===== src/rtl/uc_pkg.sv =====
// Types and widths shared by the fetch and data-memory paths.
package uc_pkg;
    typedef enum logic [1:0] {IDLE, RD_HI, RD_LO, VALID} fetch_state_t;

    localparam int INSTR_WIDTH      = 16;
    localparam int FLASH_DATA_WIDTH = 8;
    localparam int WAIT_CNT_WIDTH   = 3;
endpackage


===== src/rtl/fetch_pending_reg.sv =====
// Single-entry address holding register with a valid flag; clear wins over load.
module fetch_pending_reg #(
    parameter int WIDTH = 12
) (
    input  logic             clk,
    input  logic             arst_n,
    input  logic             load_i,
    input  logic             clear_i,
    input  logic [WIDTH-1:0] addr_i,
    output logic             valid_o,
    output logic [WIDTH-1:0] addr_o
);
    logic             valid_q, valid_d;
    logic [WIDTH-1:0] addr_q, addr_d;

    always_comb begin
        valid_d = valid_q;
        addr_d  = addr_q;
        if (clear_i) begin
            valid_d = 1'b0;
        end else if (load_i) begin
            valid_d = 1'b1;
            addr_d  = addr_i;
        end
    end

    always_ff @(posedge clk or negedge arst_n) begin
        if (!arst_n) begin
            valid_q <= 1'b0;
            addr_q  <= '0;
        end else begin
            valid_q <= valid_d;
            addr_q  <= addr_d;
        end
    end

    assign valid_o = valid_q;
    assign addr_o  = addr_q;
endmodule


===== src/rtl/instr_fetch.sv =====
// Instruction fetch: reads a big-endian 16-bit word as two flash bytes with fixed
// wait states and hands it to the decoder over a valid/ready handshake.
module instr_fetch
    import uc_pkg::*;
#(
    parameter int ADDR_WIDTH  = 12,
    parameter int WAIT_STATES = 2
) (
    input  logic                        clk,
    input  logic                        arst_n,
    input  logic [ADDR_WIDTH-1:0]       pc_addr,
    input  logic                        pc_valid,
    output logic                        flash_ready,
    input  logic                        flush,
    output logic [ADDR_WIDTH:0]         flash_addr,
    output logic                        flash_rd,
    input  logic [FLASH_DATA_WIDTH-1:0] flash_rdata,
    output logic [INSTR_WIDTH-1:0]      instr,
    output logic [ADDR_WIDTH-1:0]       instr_pc,
    output logic                        instr_valid,
    input  logic                        instr_ready
);
    localparam logic [WAIT_CNT_WIDTH-1:0] WAIT_LAST = WAIT_CNT_WIDTH'(WAIT_STATES);

    fetch_state_t              state_q, state_d;
    logic [ADDR_WIDTH-1:0]     cur_addr_q, cur_addr_d;
    logic [WAIT_CNT_WIDTH-1:0] wait_cnt_q, wait_cnt_d;
    logic [INSTR_WIDTH-1:0]    instr_q, instr_d;
    logic [ADDR_WIDTH-1:0]     instr_pc_q, instr_pc_d;
    logic [ADDR_WIDTH:0]       flash_addr_q, flash_addr_d;
    logic                      flash_rd_q, flash_rd_d;
    logic                      instr_valid_q, instr_valid_d;

    logic                  pend_valid, pend_load, pend_clear;
    logic [ADDR_WIDTH-1:0] pend_addr;
    logic                  wait_done, handshake;

    fetch_pending_reg #(.WIDTH(ADDR_WIDTH)) u_pend (
        .clk     (clk),
        .arst_n  (arst_n),
        .load_i  (pend_load),
        .clear_i (pend_clear),
        .addr_i  (pc_addr),
        .valid_o (pend_valid),
        .addr_o  (pend_addr)
    );

    assign wait_done = (wait_cnt_q == WAIT_LAST);
    assign handshake = (state_q == VALID) && instr_ready;

    always_comb begin
        state_d    = state_q;
        cur_addr_d = cur_addr_q;
        wait_cnt_d = wait_cnt_q;
        instr_d    = instr_q;
        instr_pc_d = instr_pc_q;
        pend_clear = 1'b0;
        // A PC update during a busy fetch is parked; a second one is dropped.
        pend_load  = !flush && pc_valid && (state_q != IDLE) && !pend_valid && !handshake;

        if (flush) begin
            pend_clear = 1'b1;
            wait_cnt_d = '0;
            if (pc_valid) begin
                cur_addr_d = pc_addr;
                state_d    = RD_HI;
            end else begin
                state_d    = IDLE;
            end
        end else begin
            case (state_q)
                IDLE: begin
                    if (pc_valid) begin
                        cur_addr_d = pc_addr;
                        state_d    = RD_HI;
                    end
                end
                RD_HI: begin
                    if (wait_done) begin
                        instr_d[15:8] = flash_rdata;
                        wait_cnt_d    = '0;
                        state_d       = RD_LO;
                    end else begin
                        wait_cnt_d = wait_cnt_q + 1'b1;
                    end
                end
                RD_LO: begin
                    if (wait_done) begin
                        instr_d[7:0] = flash_rdata;
                        instr_pc_d   = cur_addr_q;
                        wait_cnt_d   = '0;
                        state_d      = VALID;
                    end else begin
                        wait_cnt_d = wait_cnt_q + 1'b1;
                    end
                end
                VALID: begin
                    if (handshake) begin
                        if (pend_valid) begin
                            cur_addr_d = pend_addr;
                            pend_clear = 1'b1;
                            state_d    = RD_HI;
                        end else if (pc_valid) begin
                            cur_addr_d = pc_addr;
                            state_d    = RD_HI;
                        end else begin
                            state_d    = IDLE;
                        end
                    end
                end
                default: state_d = IDLE;
            endcase
        end

        // Outputs are registered from the next state so they line up with it.
        flash_rd_d    = (state_d == RD_HI) || (state_d == RD_LO);
        flash_addr_d  = flash_rd_d ? {cur_addr_d, (state_d == RD_LO)} : flash_addr_q;
        instr_valid_d = (state_d == VALID);
    end

    always_ff @(posedge clk or negedge arst_n) begin
        if (!arst_n) begin
            state_q       <= IDLE;
            cur_addr_q    <= '0;
            wait_cnt_q    <= '0;
            instr_q       <= '0;
            instr_pc_q    <= '0;
            flash_addr_q  <= '0;
            flash_rd_q    <= 1'b0;
            instr_valid_q <= 1'b0;
        end else begin
            state_q       <= state_d;
            cur_addr_q    <= cur_addr_d;
            wait_cnt_q    <= wait_cnt_d;
            instr_q       <= instr_d;
            instr_pc_q    <= instr_pc_d;
            flash_addr_q  <= flash_addr_d;
            flash_rd_q    <= flash_rd_d;
            instr_valid_q <= instr_valid_d;
        end
    end

    assign flash_ready = (state_q == IDLE) && !pend_valid;
    assign flash_addr  = flash_addr_q;
    assign flash_rd    = flash_rd_q;
    assign instr       = instr_q;
    assign instr_pc    = instr_pc_q;
    assign instr_valid = instr_valid_q;
endmodule


===== config.mk =====
export PLATFORM = sky130hd
export DESIGN_NAME = instr_fetch
export DESIGN_NICKNAME = d
export VERILOG_FILES = /design/src/rtl/uc_pkg.sv /design/src/rtl/fetch_pending_reg.sv /design/src/rtl/instr_fetch.sv
export SDC_FILE = /design/constraint.sdc
export NUM_CORES = 1
export LEC_CHECK = 0
export ABC_AREA = 1
export BUFFER_PORTS_ARGS = -buffer_cell sky130_fd_sc_hd__buf_2
export CAP_MARGIN = 15
export CORE_AREA = 2 2 89 91
export CTS_CLUSTER_SIZE = 20
export DETAILED_ROUTE_END_ITERATION = 7
export DIE_AREA = 0 0 91 93
export GPL_TIMING_DRIVEN = 1
export PLACE_DENSITY_LB_ADDON = 0.25
export SKIP_LAST_GASP = 1
export SLEW_MARGIN = 5
export SYNTH_ARGS = -nofsm -noshare
export SYNTH_HDL_FRONTEND = slang
export SYNTH_SLANG_ARGS = --single-unit

===== constraint.sdc =====
create_clock -name clk -period 2.2 [get_ports clk]
set_clock_uncertainty 0.1 [all_clocks]
set_input_delay 0.11 -clock clk [delete_from_list [all_inputs] [get_ports clk]]
set_output_delay 0.11 -clock clk [all_outputs]
set_load 0.01 [all_outputs]

==> results of run 1 <==
-- cell type report --
type | count | area, um^2
fillers | 710 | 2910
flip-flops and latches | 73 | 1830
repair inverters | 1 | 7.51
inverters | 58 | 221
repair buffers | 103 | 681
multi-input cells | 331 | 1530
clock inverters | 6 | 91.3
clock buffers | 10 | 128
well taps | 102 | 128
-- sequential cells by signal, indices dropped and copies added, names as in the netlist --
register        cells
u_pend.valid_o      1
instr_valid         1
instr_pc           12
state_q             2
instr              16
u_pend.addr_o      12
wait_cnt_q          3
flash_rd            1
cur_addr_q         12
flash_addr         13
-- report_power, final --
part	leakage, nW	internal, W	switching [W]
sequential	0.930	0.00192	0.000333
combinational	1.53	0.000972	0.00163
clock	0.0991	0.000643	0.000525
-- final timing paths --
kind,depth (start not counted),slack [ns],from,endpoint
setup / recovery,10,0.06,state_q[1],flash_addr[12]
hold / removal,4,0.12,pc_valid,state_q[1]
setup reg to reg,10,0.06,state_q[1],flash_addr[12]
hold reg to reg,2,0.38,flash_addr[11],flash_addr[11]
max in group asynchronous,3,1.16,arst_n,cur_addr_q[5]
min in group asynchronous,2,0.17,arst_n,u_pend.addr_o[11]
-- layout by cell type, fill, tap and decap left out --
cell / netlist / layout
nand2_1: 184 / 184
dfrtp_1: 73 / 73
buf_2: 12 / 68
inv_1: 54 / 53
nand3_1: 42 / 42
a21oi_1: 32 / 32
o21ai_0: 27 / 26
dlygate4sd3_1: 0 / 21
nor2_1: 15 / 14
buf_4: 2 / 12
o21ai_1: 8 / 9
clkbuf_8: 0 / 9
a21oi_2: 8 / 8
clkinvlp_4: 0 / 5
ha_1: 7 / 5
inv_2: 4 / 4
a31oi_1: 2 / 2
nand3_2: 2 / 2
bufinv_16: 0 / 2
buf_12: 0 / 2
nand2_2: 1 / 1
a21boi_1: 1 / 1
nor2_2: 0 / 1
nor3_2: 1 / 1
xnor2_1: 1 / 1
ha_4: 0 / 1
ha_2: 0 / 1
inv_6: 0 / 1
clkbuf_1: 2 / 1
-- metrics by stage --
| step | setup slack, ns | util | cell area [um^2] | power (W) |
|---|---|---|---|---|
| 6_report | 0.0590 | 0.613 | 4620 | 0.00602 |
| 5_1_grt | -0.0210 | 0.613 | 4620 | 0.00653 |
| 4_1_cts | 0.00290 | 0.611 | 4600 | 0.00603 |
| 3_5_place_dp | -0.00477 | 0.552 | 4160 | 0.00478 |
| 3_3_place_gp | 0.135 | 0.552 | 4160 | 0.00468 |
| 2_1_floorplan | 0.0309 | - | 3690 | 0.00390 |
-- what timing repair did --
action	CTS	global route
setup buffers	0	0
hold endpoints to repair	50	0
resized for setup	3	4
pin swaps	0	2
endpoints found under the setup margin	2	14
cloned	1	0
hold buffers	21	0
-- logic make-up (layout without fill, tap and decap cells) --
family,after synthesis,count (layout)
adders and majority gates,7,7
and+or+nand+nor,245,245
xor gates and xnor gates,1,1
buffers and inverters,81,178
AOI/OAI and AO/OA,78,78
DFF,73,73
-- layer usage --
| metal | track usage | vias to the layer above | wire length [um] | share of wire |
|---|---|---|---|---|
| li1 | - | 1704 | - | - |
| met1 | 0.283 | 1663 | 3950 | 0.42 |
| met2 | 0.431 | 61 | 4890 | 0.53 |
| met3 | 0.0290 | 12 | 297 | 0.032 |
| met4 | 0.0884 | 0 | 165 | 0.018 |
| met5 | 0 | - | 0 | 0 |
-- worst reg2reg max path, cell delays in order (launching register included) --
cell and delay (ns):
dfrtp_1 0.46, ha_1 0.27, nand2_1 0.09, nand2_1 0.06, a21oi_1 0.15, o21ai_1 0.13
a21boi_1 0.22, ha_4 0.26, buf_4 0.18, nand2_1 0.08, nand2_1 0.05
==> flow_metrics.env, run 1 <==
export IMPL_max_stage_delay_ns=0.46
export IMPL_synth_commonest_cells="nand2_1 (184), dfrtp_1 (73), inv_1 (54)"
export IMPL_grt_pass1_wl_um=15900
export IMPL_ys_ff_latch=73
export IMPL_cp_start_kind="register"
export IMPL_critPathCaptureType="register"
export IMPL_required_ns=2.34
export IMPL_dp_cells=646
export IMPL_cts_tree="done"
export IMPL_grt_overflow_total=0
export IMPL_hp_class="input port to register"
export IMPL_cpLargestDelayFamily="adder cells"
export IMPL_clock_sinks=73
export IMPL_leakage_nw=2.56
export IMPL_crit_path_cell_trace="ha_1 > nand2_1 > nand2_1 > a21oi_1 > o21ai_1 > a21boi_1 > ha_4 > buf_4 > nand2_1 > nand2_1"
export IMPL_grt_pass1_vias=3500
export IMPL_fp_dieW_um=91
export IMPL_syn_inst=485
export IMPL_first_pass_iters=5
export IMPL_status="completed"
export IMPL_port_buffers=68
export IMPL_grt_max_degree=52
export IMPL_wirelength_um=9300
export IMPL_synth_edff_count=0
export IMPL_tightest_slew_ns=0.549
export IMPL_hold_viol=0
export IMPL_finalNonFillerCells=684
export IMPL_synth_area_leaders="dfrtp_1 (50%), nand2_1 (19%), nand3_1 (5.7%), inv_1 (5.5%), a21oi_1 (4.3%)"
export IMPL_ir_drop_v=0.000667
export IMPL_critPathSlowestCell="dfrtp_1"
export IMPL_synth_top_area_share=0.495
export IMPL_drtIter0Drc=149
export IMPL_fin_setup_tns_ns=0
export IMPL_path_class="register to register"
export IMPL_synth_top_cell_by_area="dfrtp_1"
export IMPL_place_congestion=0.854
export IMPL_powerDensity_nw_per_um2=1300
export IMPL_holdWs_ns=0.120
export IMPL_cpMostUsedCell="nand2_1"
export IMPL_cts_root_buffer="clkbuf_8"
export IMPL_dpl_hpwl_um=6620
export IMPL_numCtsBuffers=9
export IMPL_avgSynthCellArea_um2=7.60
export IMPL_synth_top_family_by_area="simple AND/OR/NAND/NOR gates"
export IMPL_cp_max_fo=13
export IMPL_path_buf_inv=1
export IMPL_synth_fa_ha_area_frac=0.0238
export IMPL_arrival_ns=2.28
export IMPL_slew_viol_final=0
export IMPL_period_minus_slack_ns=2.14
export IMPL_maxCapViolCount=0
export IMPL_clockBufferDepth=2
export IMPL_core_um2=7530
export IMPL_die_area_um2=8460
export IMPL_synth_nets=517
export IMPL_ioPinCount=69
export IMPL_ys_types=23
export IMPL_drt_vias_per_instance=5.03
export IMPL_relSlewSlack=0.634
export IMPL_wl_per_cell_um=13.6
export IMPL_synthMuxAreaShare=0
export IMPL_synth_warnings=0
export IMPL_clkTransAtPathRegs_ns=0.07
export IMPL_area_delta_synth_final_pct=25.2
export IMPL_initial_utilization=0.490
export IMPL_yosys_area_share_simple=0.269
export IMPL_clk_latency_ns=0.35
export IMPL_antenna_cells=0
export IMPL_nNetsFinal=609
export IMPL_ys_flop_type="dfrtp_1"
export IMPL_grt_use_total=0.235
export IMPL_ys_seq_area_frac=0.495
export IMPL_synth_most_common_cell="nand2_1"
export IMPL_rows=32
export IMPL_antenna_found_initial=0
export IMPL_setup_violations_final=0
export IMPL_synth_compound_area_frac=0.115
export IMPL_syn_cell_area_um2=3690
export IMPL_vias=3440
export IMPL_drc=0
export IMPL_die_h_um=93
export IMPL_cts_max_level=3
export IMPL_fmax_mhz=467
export IMPL_antenna_left=0
export IMPL_post_route_period_util=0.973
export IMPL_drive_gt1_frac=0.203
export IMPL_synth_xor_area_share=0.00238
export IMPL_synth_async_reset_ratio=1.00
Note: power is estimated with default switching activity, not from simulation.
==> inputs of run 2 (changes only) <==
--- a/config.mk
+++ b/config.mk
@@ -5,13 +5,12 @@
 export SDC_FILE = /design/constraint.sdc
 export NUM_CORES = 1
 export LEC_CHECK = 0
-export ABC_AREA = 1
 export BUFFER_PORTS_ARGS = -buffer_cell sky130_fd_sc_hd__buf_2
 export CAP_MARGIN = 15
-export CORE_AREA = 2 2 89 91
+export CORE_AREA = 2 2 86 88
 export CTS_CLUSTER_SIZE = 20
 export DETAILED_ROUTE_END_ITERATION = 7
-export DIE_AREA = 0 0 91 93
+export DIE_AREA = 0 0 88 90
 export GPL_TIMING_DRIVEN = 1
 export PLACE_DENSITY_LB_ADDON = 0.25
 export SKIP_LAST_GASP = 1
==> flow_metrics.env, run 2 <==
export IMPL_status="complete, but fails checks"
export IMPL_violations="negative setup slack"
export IMPL_synth_most_common_cell="dfrtp_1"
export IMPL_cts_tree="done"
export IMPL_cp_start_kind="register"
export IMPL_avgSynthCellArea_um2=13.4
export IMPL_cp_max_fo=6
export IMPL_power_w=0.00601
export IMPL_syn_cell_area_um2=3350
export IMPL_clk_latency_ns=0.34
export IMPL_numCtsBuffers=9
export IMPL_arrival_ns=2.47
export IMPL_synth_edff_count=0
export IMPL_clockBufferDepth=2
export IMPL_vias=2418
export IMPL_core_um2=7020
export IMPL_period_minus_slack_ns=2.34
export IMPL_clock_sinks=73
export IMPL_grt_pass1_vias=2449
export IMPL_grt_use_total=0.197
export IMPL_final_cell_mix="dfrtp_1 (73), buf_2 (67), mux2_1 (47)"
export IMPL_finalNonFillerCells=472
export IMPL_path_class="register to register"
export IMPL_critPathCaptureType="register"
export IMPL_grt_overflow_total=0
export IMPL_fmax_mhz=427
export IMPL_dpl_hpwl_um=4590
export IMPL_slew_viol_final=0
export IMPL_drive_gt1_frac=0.418
export IMPL_largest_reg_flops=16
export IMPL_rsz0062_at_grt="yes"
export IMPL_fp_dieW_um=88
export IMPL_ys_ff_latch=73
export IMPL_relSlewSlack=0.387
export IMPL_grt_pass1_wl_um=11800
export IMPL_setup_violations_final=12
export IMPL_required_ns=2.33
export IMPL_cts_root_buffer="clkbuf_8"
export IMPL_nNetsFinal=400
export IMPL_synth_area_leaders="dfrtp_1 (55%), mux2_1 (16%), mux2_2 (3.7%), a221o_1 (3.6%), mux2_4 (3.6%)"
export IMPL_drt_vias_per_instance=5.12
export IMPL_antenna_found_initial=0
export IMPL_initial_utilization=0.477
export IMPL_synth_async_reset_ratio=1.00
export IMPL_wirelength_um=7270
export IMPL_post_route_period_util=1.06
export IMPL_synth_top_cell_by_area="dfrtp_1"
export IMPL_cts_max_level=3
export IMPL_place_congestion=0.745
export IMPL_powerDensity_nw_per_um2=1330
export IMPL_synth_nets=282
export IMPL_synth_top_area_share=0.546
export IMPL_tightest_slew_ns=0.920
export IMPL_clkTransAtPathRegs_ns=0.07
export IMPL_synth_commonest_cells="dfrtp_1 (73), mux2_1 (47), nand2b_1 (14)"
export IMPL_ys_flop_type="dfrtp_1"
export IMPL_ys_types=34
export IMPL_dp_cells=427
export IMPL_drtIter0Drc=112
export IMPL_ir_drop_v=0.000755
export IMPL_synth_warnings=0
export IMPL_hold_viol=0
export IMPL_antenna_cells=0
export IMPL_post_route_util=0.642
export IMPL_leakage_nw=2.23
export IMPL_drc=0
export IMPL_ys_seq_area_frac=0.546
export IMPL_ioPinCount=69
export IMPL_area_delta_synth_final_pct=34.7
export IMPL_wl_per_cell_um=15.4
export IMPL_maxCapViolCount=0
export IMPL_grt_max_degree=74
export IMPL_syn_inst=250
export IMPL_antenna_left=0
export IMPL_rows=31
export IMPL_mostFrequentLayoutCell="dfrtp_1"
export IMPL_first_pass_iters=4
export IMPL_port_buffers=68
export IMPL_hp_class="input port to register"
export IMPL_worst_slack_ns=-0.142
export IMPL_die_h_um=90
export IMPL_die_area_um2=7920
[run 2: timing repair]
item                                   CTS  global route
endpoints found under the hold margin  101             0
pin swaps                                8             5
cloned                                   1             0
hold buffers                            21             0
resized for setup                       13            10
setup endpoints to repair               12            25
buffers inserted                         4             3
[run 2: path summary, 6_finish.rpt]
kind / from / to / slack (ns) / depth (start not counted)
max: state_q[0] / flash_addr[4] / -0.14 / 9
min: flush / wait_cnt_q[0] / 0.03 / 3
max reg2reg: state_q[0] / flash_addr[4] / -0.14 / 9
min reg2reg: instr[4] / instr[4] / 0.39 / 1
max in group asynchronous: arst_n / flash_addr[2] / 1.05 / 2
min in group asynchronous: arst_n / u_pend.addr_o[0] / 0.31 / 2
[run 2: power by group]
group	internal [W]	switching (W)
Combinational	0.00151	0.00116
Clock	0.000581	0.000480
Sequential	0.00193	0.000356
Total	0.00402	0.00199
[run 2: area by class of cell]
type | count | area, um^2
fill | 536 | 2510
clock inverter | 5 | 53.8
inverter | 3 | 11.3
tap | 99 | 124
sequential | 73 | 1830
timing repair buffer | 123 | 842
multi-input combinational | 158 | 1500
clock buffer | 11 | 151
[run 2: kinds of logic after synthesis]
family | count (synthesis) | synth area share
adder cells (fa/ha/maj) | 7 | 0.0262
AO/OA/AOI/OAI | 38 | 0.0908
buffers and inverters | 19 | 0.0284
XOR/XNOR | 1 | 0.00262
flip-flops | 73 | 0.546
multiplexers | 66 | 0.231
AND/OR/NAND/NOR | 46 | 0.0751
[run 2: stage by stage]
| step | setup TNS [ns] | setup WS (ns) | hold WS [ns] | area, um^2 |
|---|---|---|---|---|
| 6_report | -1.59 | -0.142 | 0.0338 | 4510 |
| 5_1_grt | -2.81 | -0.240 | 0.0296 | 4510 |
| 4_1_cts | -1.68 | -0.152 | 0.00270 | 4450 |
| 3_5_place_dp | -1.34 | -0.142 | 0.202 | 3950 |
| 3_3_place_gp | -1.33 | -0.134 | 0.201 | 3950 |
| 2_1_floorplan | -0.979 | -0.109 | -0.286 | 3380 |
[run 2: worst max-delay path: stages (launching register included)]
cell and delay, ns:
dfrtp_1 0.43, ha_2 0.21, o21ai_1 0.09, a21oi_1 0.07
or3_4 0.34, o22ai_2 0.15, ha_1 0.27, inv_2 0.12
clkbuf_16 0.17, mux2_4 0.29
[run 2: layer usage]
metal	part of all wire	track usage
met1	0.46	0.261
met2	0.49	0.302
met3	0.043	0.0505
met4	0.010	0.0859
met5	0	0
==> inputs of run 3 (changes only) <==
==> constraint.sdc (replaced) <==
create_clock -name clk -period 2.05 [get_ports clk]
set_clock_uncertainty 0.1 [all_clocks]
set_input_delay 0.1025 -clock clk [delete_from_list [all_inputs] [get_ports clk]]
set_output_delay 0.1025 -clock clk [all_outputs]
set_load 0.01 [all_outputs]
==> flow_metrics.env, run 3 (synthesized netlist as in run 2, its figures left out) <==
export IMPL_reg2reg_to="flash_addr[11]"
export IMPL_ff2ff_setup_slack_ns=-0.27
export IMPL_drive_gt1_frac=0.430
export IMPL_crit_path_cell_trace="inv_2 > ha_4 > or3_4 > o22ai_4 > ha_4 > inv_6 > buf_12 > mux2_4"
export IMPL_worstReg2RegStart="state_q[0]"
export IMPL_powerDensity_nw_per_um2=1470
export IMPL_grt_use_met1=0.274
export IMPL_busiest_layer="met2"
export IMPL_grt_pass1_vias=2506
export IMPL_numCtsBuffers=9
export IMPL_worst_slack_ns=-0.266
export IMPL_fp_dieW_um=88
export IMPL_post_route_util=0.670
export IMPL_clock_sinks=73
export IMPL_ir_drop_v=0.000789
export IMPL_clk_latency_ns=0.35
export IMPL_grt_max_degree=39
export IMPL_vias=2470
export IMPL_cp_max_fo=7
export IMPL_antenna_found_initial=0
export IMPL_cts_root_buffer="clkbuf_8"
export IMPL_cp_start_kind="register"
export IMPL_port_buffers=68
export IMPL_fin_area_um2=4710
export IMPL_wl_per_cell_um=16.2
export IMPL_hp_class="input port to register"
export IMPL_rsz0062_at_grt="yes"
export IMPL_period_minus_slack_ns=2.32
export IMPL_drtIter0Drc=102
export IMPL_slew_viol_final=0
export IMPL_die_h_um=90
export IMPL_antenna_left=0
export IMPL_grt_pass1_wl_um=12300
export IMPL_grt_overflow_total=0
export IMPL_die_area_um2=7920
export IMPL_area_delta_synth_final_pct=40.6
export IMPL_wirelength_um=7770
export IMPL_required_ns=2.18
export IMPL_critPathLaunch="state_q[0]"
export IMPL_maxCapViolCount=0
export IMPL_critPathSlowestCell="dfrtp_1"
export IMPL_drt_vias_per_instance=5.17
export IMPL_post_route_period_util=1.13
export IMPL_max_stage_delay_ns=0.43
export IMPL_leakage_nw=2.29
export IMPL_dpl_hpwl_um=4970
export IMPL_worstSetupEndpoint="flash_addr[11]"
export IMPL_place_congestion=0.806
export IMPL_setup_violations_final=14
export IMPL_grt_use_met3=0.0404
export IMPL_tightest_slew_ns=0.477
export IMPL_first_pass_iters=4
export IMPL_cpMostUsedCell="ha_4"
export IMPL_holdWs_ns=0.0402
export IMPL_antenna_cells=0
export IMPL_ff2ff_path_depth=8
export IMPL_rows=31
export IMPL_initial_utilization=0.477
export IMPL_relSlewSlack=0.682
export IMPL_nNetsFinal=406
export IMPL_grtUsageMet2=0.311
export IMPL_clockBufferDepth=2
export IMPL_largest_reg_flops=16
export IMPL_hold_viol=0
export IMPL_ioPinCount=69
export IMPL_core_um2=7020
export IMPL_path_class="register to register"
export IMPL_mostFrequentLayoutCell="dfrtp_1"
export IMPL_critPathCaptureType="register"
export IMPL_status="complete, but fails checks"
export IMPL_drc=0
export IMPL_fmax_mhz=432
export IMPL_clkTransAtPathRegs_ns=0.08
export IMPL_violations="negative setup slack"
export IMPL_cts_tree="done"
export IMPL_final_cell_mix="dfrtp_1 (73), buf_2 (67), mux2_1 (47)"
export IMPL_place_area_um2=4050
export IMPL_arrival_ns=2.44
export IMPL_cts_max_level=3
export IMPL_grt_use_total=0.202
[run 3: cell count changes in the layout (fill, tap and decap cells not counted), moves of 2 or more]
cell,previous run,this run
ha_4,0,4
buf_12,1,4
buf_6,1,4
clkinv_2,3,0
clkbuf_1,0,2
ha_1,3,1
ha_2,4,2
[run 3: worst min-delay path by stage]
stage	cells past startpoint	endpoint	from	slack (ns)
finish	3	wait_cnt_q[0]	flush	0.04
global route	3	wait_cnt_q[0]	flush	0.05
CTS	3	wait_cnt_q[0]	flush	0.01
detailed placement	1	instr_valid	arst_n	-0.00006
global placement	1	instr_valid	arst_n	-0.006
floorplan	0	cur_addr_q[0]	arst_n	-0.29
[run 3: where the power goes]
part / total (W) / switching (W) / internal (W) / leakage (nW)
combinational: 0.00321 / 0.00141 / 0.00181 / 1.25
sequential: 0.00246 / 0.000390 / 0.00207 / 0.939
clock: 0.00126 / 0.000536 / 0.000722 / 0.107
total: 0.00693 / 0.00233 / 0.00460 / 2.29
[run 3: final cells by class]
class / count / area (um^2)
clock inverters: 4 / 76.3
inverters: 3 / 16.3
repair buffers: 129 / 938
fillers: 512 / 2310
flip-flops and latches: 73 / 1830
well taps: 99 / 124
multi-input cells: 158 / 1580
clock buffers: 12 / 145
[run 3: stage by stage]
step                worst slack, ns  setup TNS [ns]  cells  power (W)
floorplan                    -0.259           -2.75    250    0.00406
global placement             -0.254           -2.84    435    0.00504
detailed placement           -0.308           -3.46    435    0.00514
CTS                          -0.295           -3.32    476    0.00669
global route                 -0.299           -3.91    478    0.00732
finish                       -0.266           -3.10    478    0.00693
[run 3: timing repair]
item,CTS,global route
gates cloned,1,0
setup endpoints to repair,25,26
hold buffers,21,0
pin swaps,7,7
gates resized for setup,15,22
hold endpoints to repair,63,0
buffers inserted,4,2
[run 3: per-layer routing]
layer / share of wire / routed length [um]
met5: 0 / 0
met3: 0.037 / 286
met2: 0.48 / 3750
met1: 0.46 / 3580
met4: 0.020 / 159
[run 3: worst max-delay path: cells and delay by family (launching register included)]
kind,cells,cell delay (ns)
AO/OA/AOI/OAI,1,0.20
buffers and inverters,3,0.34
flip-flops,1,0.43
adder cells (fa/ha/maj),2,0.42
multiplexers,1,0.30
AND/OR/NAND/NOR,1,0.40
